<file path="src/rtl/clock_divider_pkg.sv">
// Shared constants and helpers for the multi-channel clock divider.
package clock_divider_pkg;

   localparam int NUM_CH_DEF      = 4;
   localparam int DIV_W_DEF       = 16;
   localparam int DEFAULT_DIV_DEF = 2;

   // Divisor values at or below this mean "stop the channel".
   localparam int STOP_MAX        = 1;

   // Width of a channel index; never narrower than one bit.
   function automatic int sel_w(input int n);
      return (n > 1) ? $clog2(n) : 1;
   endfunction

endpackage

</file>
<file path="src/rtl/clock_divider_multi_if.sv">
// Divisor-write / calibration bus and divided-clock outputs of the divider.
interface clock_divider_multi_if
   import clock_divider_pkg::*;
#(
   parameter int NUM_CH = NUM_CH_DEF,
   parameter int DIV_W  = DIV_W_DEF
) ();

   localparam int SEL_W = sel_w(NUM_CH);

   logic              div_wr;
   logic [SEL_W-1:0]  div_wsel;
   logic [DIV_W-1:0]  div_wdata;
   logic              calib;
   logic [NUM_CH-1:0] clk_out;
   logic [NUM_CH-1:0] tick;
   logic [NUM_CH-1:0] pending;

   modport master (
      output div_wr, div_wsel, div_wdata, calib,
      input  clk_out, tick, pending
   );

   modport slave (
      input  div_wr, div_wsel, div_wdata, calib,
      output clk_out, tick, pending
   );

endinterface

</file>
<file path="src/rtl/clock_divider_ch.sv">
// One divider channel: period counter, pending divisor, run flag and
// registered clock/tick outputs derived from the next-state counter.
module clock_divider_ch
   import clock_divider_pkg::*;
#(
   parameter int DIV_W       = DIV_W_DEF,
   parameter int DEFAULT_DIV = DEFAULT_DIV_DEF
) (
   input  logic             clk_in,
   input  logic             rst_n,
   input  logic             i_wr,
   input  logic [DIV_W-1:0] i_wdata,
   input  logic             i_calib,
   output logic             o_clk,
   output logic             o_tick,
   output logic             o_pend
);

   localparam logic [DIV_W-1:0] C_DEF  = DIV_W'(DEFAULT_DIV);
   localparam logic [DIV_W-1:0] C_STOP = DIV_W'(STOP_MAX);

   logic [DIV_W-1:0] r_cnt, r_div_act, r_div_pend;
   logic             r_pend, r_run, r_clk, r_tick;

   logic [DIV_W-1:0] w_cnt_nx, w_act_nx, w_pv_nx, w_apply, w_hi;
   logic             w_pend_nx, w_run_nx, w_end, w_clk_nx, w_tick_nx;

   // Next-state: period wrap/apply, pending capture, stop/restart, calib realign.
   always_comb begin
      w_cnt_nx  = r_cnt;
      w_act_nx  = r_div_act;
      w_pv_nx   = r_div_pend;
      w_pend_nx = r_pend;
      w_run_nx  = r_run;
      // A same-cycle write wins over a pending value, which wins over the active one.
      w_apply   = i_wr ? i_wdata : (r_pend ? r_div_pend : r_div_act);
      w_end     = (r_cnt == r_div_act - 1'b1);
      if (r_run) begin
         if (i_calib || w_end) begin
            w_pend_nx = 1'b0;
            w_act_nx  = w_apply;
            if (w_apply <= C_STOP) begin
               w_run_nx = 1'b0;
               w_cnt_nx = '0;
            end else begin
               // Calib parks the counter at N-1 so the next free edge wraps in phase.
               w_cnt_nx = i_calib ? (w_apply - 1'b1) : '0;
            end
         end else begin
            w_cnt_nx = r_cnt + 1'b1;
            if (i_wr) begin
               w_pv_nx   = i_wdata;
               w_pend_nx = 1'b1;
            end
         end
      end else if (i_wr && (i_wdata > C_STOP)) begin
         // Restart parks at N-1 too: clock stays low, next edge begins a period.
         w_act_nx = i_wdata;
         w_cnt_nx = i_wdata - 1'b1;
         w_run_nx = 1'b1;
      end
      w_hi      = w_act_nx - (w_act_nx >> 1);
      w_clk_nx  = w_run_nx && (w_cnt_nx < w_hi);
      w_tick_nx = w_run_nx && (w_cnt_nx == '0);
   end

   // State and output registers.
   always_ff @(posedge clk_in or negedge rst_n) begin
      if (!rst_n) begin
         r_cnt      <= C_DEF - 1'b1;
         r_div_act  <= C_DEF;
         r_div_pend <= '0;
         r_pend     <= 1'b0;
         r_run      <= 1'b1;
         r_clk      <= 1'b0;
         r_tick     <= 1'b0;
      end else begin
         r_cnt      <= w_cnt_nx;
         r_div_act  <= w_act_nx;
         r_div_pend <= w_pv_nx;
         r_pend     <= w_pend_nx;
         r_run      <= w_run_nx;
         r_clk      <= w_clk_nx;
         r_tick     <= w_tick_nx;
      end
   end

   assign o_clk  = r_clk;
   assign o_tick = r_tick;
   assign o_pend = r_pend;

endmodule

</file>
<file path="src/rtl/clock_divider_multi.sv">
// NUM_CH independent runtime-programmable clock dividers sharing one calib.
module clock_divider_multi
   import clock_divider_pkg::*;
#(
   parameter int NUM_CH      = NUM_CH_DEF,
   parameter int DIV_W       = DIV_W_DEF,
   parameter int DEFAULT_DIV = DEFAULT_DIV_DEF
) (
   input  logic                  clk_in,
   input  logic                  rst_n,
   clock_divider_multi_if.slave  bus
);

   localparam int SEL_W = sel_w(NUM_CH);

   logic [NUM_CH-1:0] w_wr, w_clk, w_tick, w_pend;

   for (genvar g = 0; g < NUM_CH; g++) begin : g_ch
      // Out-of-range selects match no channel and are dropped here.
      assign w_wr[g] = bus.div_wr && (bus.div_wsel == SEL_W'(g));

      clock_divider_ch #(
         .DIV_W       (DIV_W),
         .DEFAULT_DIV (DEFAULT_DIV)
      ) u_ch (
         .clk_in  (clk_in),
         .rst_n   (rst_n),
         .i_wr    (w_wr[g]),
         .i_wdata (bus.div_wdata),
         .i_calib (bus.calib),
         .o_clk   (w_clk[g]),
         .o_tick  (w_tick[g]),
         .o_pend  (w_pend[g])
      );
   end

   assign bus.clk_out = w_clk;
   assign bus.tick    = w_tick;
   assign bus.pending = w_pend;

endmodule

</file>
<file path="src/flat_wrapper.sv">
// flat-port wrapper written by rule: the top's interface ports become plain ports
module clock_divider_multi_flat import clock_divider_pkg::*;
#(
   parameter int NUM_CH      = NUM_CH_DEF,
   parameter int DIV_W       = DIV_W_DEF,
   parameter int DEFAULT_DIV = DEFAULT_DIV_DEF
)
  (clk_in, rst_n, bus_div_wr, bus_div_wsel, bus_div_wdata, bus_calib, bus_clk_out, bus_tick, bus_pending);
  clock_divider_multi_if #(.NUM_CH(NUM_CH), .DIV_W(DIV_W)) bus_i ();
  input  logic clk_in;
  input  logic rst_n;
  input wire logic [$bits(bus_i.div_wr)-1:0] bus_div_wr;
  input wire logic [$bits(bus_i.div_wsel)-1:0] bus_div_wsel;
  input wire logic [$bits(bus_i.div_wdata)-1:0] bus_div_wdata;
  input wire logic [$bits(bus_i.calib)-1:0] bus_calib;
  output wire logic [$bits(bus_i.clk_out)-1:0] bus_clk_out;
  output wire logic [$bits(bus_i.tick)-1:0] bus_tick;
  output wire logic [$bits(bus_i.pending)-1:0] bus_pending;
  assign bus_i.div_wr = bus_div_wr;
  assign bus_i.div_wsel = bus_div_wsel;
  assign bus_i.div_wdata = bus_div_wdata;
  assign bus_i.calib = bus_calib;
  assign bus_clk_out = bus_i.clk_out;
  assign bus_tick = bus_i.tick;
  assign bus_pending = bus_i.pending;
  clock_divider_multi #(.NUM_CH(NUM_CH), .DIV_W(DIV_W), .DEFAULT_DIV(DEFAULT_DIV)) u_core (.clk_in(clk_in), .rst_n(rst_n), .bus(bus_i));
endmodule
</file>
<file path="config.mk">
export PLATFORM = sky130hd
export DESIGN_NAME = clock_divider_multi_flat
export DESIGN_NICKNAME = d
export VERILOG_FILES = /design/src/rtl/clock_divider_pkg.sv /design/src/rtl/clock_divider_multi_if.sv /design/src/rtl/clock_divider_ch.sv /design/src/rtl/clock_divider_multi.sv /design/src/flat_wrapper.sv
export SDC_FILE = /design/constraint.sdc
export NUM_CORES = 1
export LEC_CHECK = 0
export CAP_MARGIN = 0
export CORE_MARGIN = 10
export CORE_UTILIZATION = 40
export DETAILED_ROUTE_END_ITERATION = 8
export GPL_TIMING_DRIVEN = 0
export MAX_ROUTING_LAYER = met4
export SLEW_MARGIN = 20
export SYNTH_ARGS = -nofsm -noshare
export SYNTH_HDL_FRONTEND = slang
export SYNTH_SLANG_ARGS = --single-unit
</file>
<file path="constraint.sdc">
create_clock -name clk_in -period 8.16 [get_ports clk_in]
set_input_delay 1.632 -clock clk_in [delete_from_list [all_inputs] [get_ports clk_in]]
set_output_delay 1.632 -clock clk_in [all_outputs]
set_load 0.005 [all_outputs]
</file>
Yosys cells after proc, flatten, opt, wreduce, memory -nomap -nowiden
Index checks and enable logic that the tools add are counted.
- $add $sub $neg: 17
- $mul: 0
- divide/modulo/power cells: 0
- order comparisons: 9
- eq/ne operators: 7
- shift operators: 0
- mux-type cells: 64
- bitwise gates (word level): 4
- reductions and logical operators: 37
- operators with widths (operator ; number):
    $mux 16 ; 40
    $sub 16x1->16 const B ; 9
    $add 16x1->16 const B ; 4
    $eq 16x16->1 ; 4
    $le 16x1->1 const B ; 4
    $logic_not 16->1 ; 4
    $lt 16x16->1 ; 4
    $sub 16x15->16 ; 4
    $mux 1 ; 24
    $gt 16x1->1 const B ; 1
    $logic_and 1x1->1 ; 16
    $reduce_and 3->1 ; 4
    $reduce_and 2->1 ; 4
    $reduce_bool 2->1 ; 4
    $eq 2x2->1 const B ; 2
    $logic_or 1x1->1 ; 4
    $not 1->1 ; 4
    $eq 2x1->1 const B ; 1
    $logic_not 2->1 ; 1
- bits in registers: 208
- bits in latches: 0
- RAM bits: 0
- ROM bits: 0
- input port bits: 22
- output and inout port bits: 12
- memories kept: 0

Logic depth before layout (Yosys ltp)
- depth after elaboration: 10
- mapped depth: 35
- depth with buffers taken out: 33

By module
Synthesis repeated with hierarchy kept, for this count alone.
- cell total of the unflattened synthesis: 2607
- area, all modules: 21608.2 um2
- by module, submodules not included (module ; instances ; cells each ; area each (um2)):
    clock_divider_ch at u_core.g_ch[0].u_ch ... ; 2 ; 659 ; 5476.5
    clock_divider_ch at u_core.g_ch[3].u_ch ; 1 ; 646 ; 5452.7
    clock_divider_ch at u_core.g_ch[2].u_ch ; 1 ; 639 ; 5165.0
    clock_divider_multi ; 1 ; 4 ; 37.5

Worst setup path after synthesis
No wires, ideal clock.
- path type: in2reg
- start point: in bus_div_wdata[0]
- end point: reg u_core.g_ch[1].u_ch.r_clk
- arrival time: 7.816 ns
- required time: 8.088 ns
- slack: 0.272 ns
- stages: 32
- cells stage by stage: clkbuf_1 clkbuf_1 inv_1 ha_1 o2111ai_1 o21ai_0 clkbuf_1 clkbuf_1 and2_0 a21oi_1 clkbuf_1 nor2_1 a221oi_1 ha_1 a21o_1 a21oi_1 nand2_1 o21ai_0 o21ai_0 a31o_2 a41oi_1 a21oi_1 mux2i_1 a2111oi_0 ha_1 nand3_1 nor2_1 nand2_1 a21oi_1 a211oi_1 o211ai_1 nor2_1
- elaborated cells on any way between the ends: 21
- RTL lines (what ; RTL line ; text):
    start, declared ; flat_wrapper.sv:14 ; input wire logic [$bits(bus_i.div_wdata)-1:0] bus_div_wdata;
    $gt 16x1->1 ; clock_divider_ch.sv:56 ; end else if (i_wr && (i_wdata > C_STOP)) begin
    $logic_and 1x1->1 ; clock_divider_ch.sv:56 ;
    $mux 16 ; clock_divider_ch.sv:56 ;
    $mux 16 ; clock_divider_ch.sv:38 ; if (r_run) begin
    net u_core.g_ch[1].u_ch.w_act_nx[1] ; clock_divider_ch.sv:25 ; logic [DIV_W-1:0] w_cnt_nx, w_act_nx, w_pv_nx, w_apply, w_hi;
    $sub 16x15->16 ; clock_divider_ch.sv:62 ; w_hi = w_act_nx - (w_act_nx >> 1);
    $lt 16x16->1 ; clock_divider_ch.sv:63 ; w_clk_nx = w_run_nx && (w_cnt_nx < w_hi);
    $logic_and 1x1->1 ; clock_divider_ch.sv:63 ;
    net u_core.g_ch[1].u_ch.w_clk_nx ; clock_divider_ch.sv:26 ; logic w_pend_nx, w_run_nx, w_end, w_clk_nx, w_tick_nx;
    end signal, assigned ; clock_divider_ch.sv:83 ; r_clk <= w_clk_nx;
    end, declared ; clock_divider_ch.sv:23 ; logic r_pend, r_run, r_clk, r_tick;
The timed path passes the listed nets, and every way through them passes these cells.
A chain may end at the register's enable or synchronous reset.

Final worst setup path
- start point: in bus_div_wdata[1]
- end point: reg u_core.g_ch[2].u_ch.r_clk
- elaborated cells on any way between the ends: 21
- RTL lines (what ; RTL line):
    $gt 16x1->1 ; clock_divider_ch.sv:56
    $logic_and 1x1->1 ; clock_divider_ch.sv:56
    $mux 16 ; clock_divider_ch.sv:56
    $mux 16 (*) ; clock_divider_ch.sv:38
    net u_core.g_ch[2].u_ch.w_act_nx[1] ; clock_divider_ch.sv:25
    $sub 16x15->16 (*) ; clock_divider_ch.sv:62
    $lt 16x16->1 (*) ; clock_divider_ch.sv:63
    $logic_and 1x1->1 (*) ; clock_divider_ch.sv:63
    net u_core.g_ch[2].u_ch.w_clk_nx ; clock_divider_ch.sv:26
    end signal, assigned ; clock_divider_ch.sv:83
    end, declared ; clock_divider_ch.sv:23
The timed path passes the listed nets; every way through them passes the cells marked *.

==> results.json <==
{
  "port_buffers": 27,
  "drt-wirelength-per-cell_microns": 24.4,
  "relSlewSlack": 0.142,
  "cp-endpoint": "u_core.g_ch[2].u_ch.o_clk$_DFF_PN0_",
  "viasPerCell": 6.13,
  "remaining_drc_errors": 0,
  "synthCells": 2567,
  "maxSlewViolCount": 0,
  "final_common_cell": "nor2_1",
  "cp.depth": 29,
  "cts_tree": "built",
  "synth_top_area_frac": 0.240,
  "cpMaxStageDelayCell": "clkdlybuf4s50_1",
  "grt_pass1_wl_mm": 123,
  "root_buffer": "clkbuf_16",
  "coreArea_sq_mm": 0.0504,
  "r2r.worst_path.cells": 27,
  "setup_violations": 0,
  "ys_seq_area_frac": 0.255,
  "worst_setup_path_start_kind": "input port",
  "cellPowerDensity_mw_per_mm2": 259,
  "ys_warn_count": 0,
  "io_pins": 34,
  "hpwl_mm": 62.1,
  "die_y_microns": 246,
  "critPathArrivalTime_ns": 8.29,
  "syn-cell-area_sq_mm": 0.0204,
  "cp.required_ns": 8.65,
  "async_flop_share": 1.00,
  "synth_edf_count": 0,
  "num_rows": 82,
  "path_delay_family": "compound AO/OA/AOI/OAI gates",
  "vdd_drop_max_v": 0.000149,
  "rr_startpoint": "u_core.g_ch[2].u_ch.r_div_act[0]$_DFF_PN0_",
  "cts_made_buffers": 25,
  "syn_avg_cell_area_sq_um": 7.96,
  "wl_mm": 81.0,
  "antenna_found_initial": 5,
  "critical_path_buf_inv_count": 5,
  "max-cap-violations": 0,
  "status": "finished, final reports clean",
  "fmax_mhz": 128,
  "leakage_nw": 9.43,
  "area_delta_synth_final_pct": 12.0,
  "cts_hold_buffers": 0,
  "critical_path.startpoint": "bus_div_wdata[1]",
  "grt_max_degree": 97,
  "synth_seq_cells": 208,
  "drtIter0Drc": 2126,
  "cts.reportedPaths.clkPinSlew_ns": 0.06,
  "rsz0062_at_grt": "false",
  "clkSinkCount": 208,
  "reg2reg_setup_slack_ns": 0.40,
  "syn_nets": 2726,
  "final_nets": 2786,
  "synth_ff_type": "dfrtp_1",
  "htreeDepth": 1,
  "grt_use_total": 0.268,
  "hold_path.class": "flip-flop to flip-flop",
  "reg2reg_to": "u_core.g_ch[2].u_ch.o_clk$_DFF_PN0_",
  "antenna_left": 0,
  "synth_area_leaders": "dfrtp_1, ha_1, xnor2_1",
  "cpPeakStageDelay_ns": 0.59,
  "grt-ovfl-total": 0,
  "clk_latency_ns": 0.57,
  "vias": 20400,
  "grt_pass1_vias": 19800,
  "layout_common_cells": "nor2_1, nand2_1, dfrtp_1",
  "power_mw": 5.93,
  "crit_path_end_kind": "flip-flop",
  "fin_cells": 3321,
  "finalCritPeriodShare": 0.956,
  "tightest_slew_ns": 1.28,
  "crit_fanout": 10,
  "die_width_microns": 246,
  "synth_cell_types": 93,
  "dp.cells": 3270,
  "clk_path_buf_depth": 3,
  "yosysTopAreaCell": "dfrtp_1",
  "drive_above_1_share": 0.109,
  "hold_viol": 0,
  "min_period_ns": 7.80,
  "gp_congestion": 0.984,
  "skew_ns": 0.0144,
  "critical_path_class": "input port to flip-flop",
  "floorplan.initialDensity": 0.406,
  "fin_util": 0.454,
  "firstDrtPassIters": 7,
  "fp.dieArea_sq_mm": 0.0605
}
layout make-up:
type	count	area (sq um)
Multi-Input combinational cell	2063	14400
Fill cell	5072	27500
Sequential cell	208	5220
Antenna cell	5	12.5
Tap cell	672	841
Buffer	159	699
Timing Repair Buffer	41	424
Inverter	129	488
Clock buffer	34	719
Clock inverter	10	111
worst reg2reg max path, cell delays in order, from the launching register on:
cell and delay, ns:
dfrtp_1 0.48, or4_4 0.60, or4_1 0.45, a2111o_1 0.45, or4_4 0.56, o31ai_4 0.45
and2_1 0.20, clkbuf_1 0.35, nor2_1 0.18, a221oi_4 0.47, ha_1 0.32, a21o_1 0.15
a21oi_1 0.26, nand2b_1 0.17, nand2b_1 0.11, o221ai_1 0.18, nor4_2 0.28, o31ai_4 0.17
o31ai_2 0.30, xor2_1 0.23, ha_1 0.27, nor2b_1 0.13, o21ai_0 0.15, nand2b_1 0.08
a21oi_1 0.16, nor2b_1 0.06, o21ai_0 0.23, o2111a_1 0.26
power by group:
| part | internal, mW | total [mW] | switching [mW] |
|---|---|---|---|
| Combinational | 1.34 | 3.25 | 1.90 |
| Clock | 0.677 | 1.17 | 0.492 |
| Sequential | 1.25 | 1.52 | 0.263 |
| Total | 3.27 | 5.93 | 2.66 |
cell families after synthesis:
| group | Yosys count | synth area share |
|---|---|---|
| simple gates | 928 | 0.226 |
| compound gates | 628 | 0.203 |
| buf+inv | 296 | 0.0570 |
| xor+xnor | 218 | 0.0941 |
| flops | 208 | 0.255 |
| mux | 150 | 0.0782 |
| fa+ha+maj | 139 | 0.0863 |
stage by stage:
stage               setup TNS, ns  hold WS, ns  worst slack (ns)  area (sq um)
global route                    0        0.523           0.00208         22900
finish                          0        0.505             0.358         22900
global placement          -742.93        0.473             -3.70         21600
detailed placement         -11.27        0.487             -3.56         21700
floorplan                       0        0.450             0.272         20400
CTS                             0        0.502          0.000210         22800
worst min-delay path by stage:
| stage | startpoint | end | slack [ns] | cells after the start |
|---|---|---|---|---|
| floorplan | u_core.g_ch[3].u_ch.r_div_pend[15]$_DFFE_PN0P_ | u_core.g_ch[3].u_ch.r_div_pend[15]$_DFFE_PN0P_ | 0.45 | 2 |
| global placement | u_core.g_ch[3].u_ch.r_div_pend[1]$_DFFE_PN0P_ | u_core.g_ch[3].u_ch.r_div_pend[1]$_DFFE_PN0P_ | 0.47 | 2 |
| detailed placement | u_core.g_ch[3].u_ch.r_div_pend[1]$_DFFE_PN0P_ | u_core.g_ch[3].u_ch.r_div_pend[1]$_DFFE_PN0P_ | 0.49 | 2 |
| CTS | u_core.g_ch[3].u_ch.r_div_pend[1]$_DFFE_PN0P_ | u_core.g_ch[3].u_ch.r_div_pend[1]$_DFFE_PN0P_ | 0.50 | 2 |
| global route | u_core.g_ch[2].u_ch.r_div_pend[11]$_DFFE_PN0P_ | u_core.g_ch[2].u_ch.r_div_pend[11]$_DFFE_PN0P_ | 0.52 | 1 |
| finish | u_core.g_ch[1].u_ch.r_div_pend[10]$_DFFE_PN0P_ | u_core.g_ch[1].u_ch.r_div_pend[10]$_DFFE_PN0P_ | 0.50 | 1 |
Yosys cell counts, types with 13 or more instances:
library cell,n
dfrtp_1,196
nand4_1,37
and3_1,28
nand2_1,216
nor2_1,249
nand2b_1,33
xnor2_1,113
or4_1,15
o221a_2,25
a21oi_1,191
nor2b_1,27
inv_1,127
o22ai_1,40
a211oi_1,22
and2_1,17
or3_1,18
o21ai_0,131
a31oi_1,17
or2_2,13
nor3_1,80
nor4_1,32
o221ai_1,14
buf_1,17
mux2i_1,72
clkbuf_1,136
ha_1,133
mux2_2,78
xor2_1,104
o21a_1,18
a221oi_1,24
nand3_1,91
o211ai_1,17
a21o_1,27
what timing repair did:
action / 4_1_cts / 5_1_grt
setup endpoints to repair: 4 / 4
gates cloned: 0 / 0
buffers inserted: 4 / 6
pin swaps: 1 / 4
resized for setup: 47 / 51
sequential cells by signal (all words and copies together), names as in the netlist:
register                     count
u_core.g_ch.u_ch.r_run           4
u_core.g_ch.u_ch.r_div_pend     64
u_core.g_ch.u_ch.r_div_act      64
u_core.g_ch.u_ch.o_pend          4
u_core.g_ch.u_ch.r_cnt          64
u_core.g_ch.u_ch.o_clk           4
u_core.g_ch.u_ch.o_tick          4
routing by layer:
metal | vias to the layer above | GRT usage | wire length [microns]
met1 | 9933 | 0.345 | 34900
met3 | 167 | 0.0405 | 6690
met2 | 845 | 0.421 | 36300
met5 | - | - | 0
li1 | 9410 | - | -
met4 | 0 | 0.0948 | 3130
(Power assumes the default switching activity.)
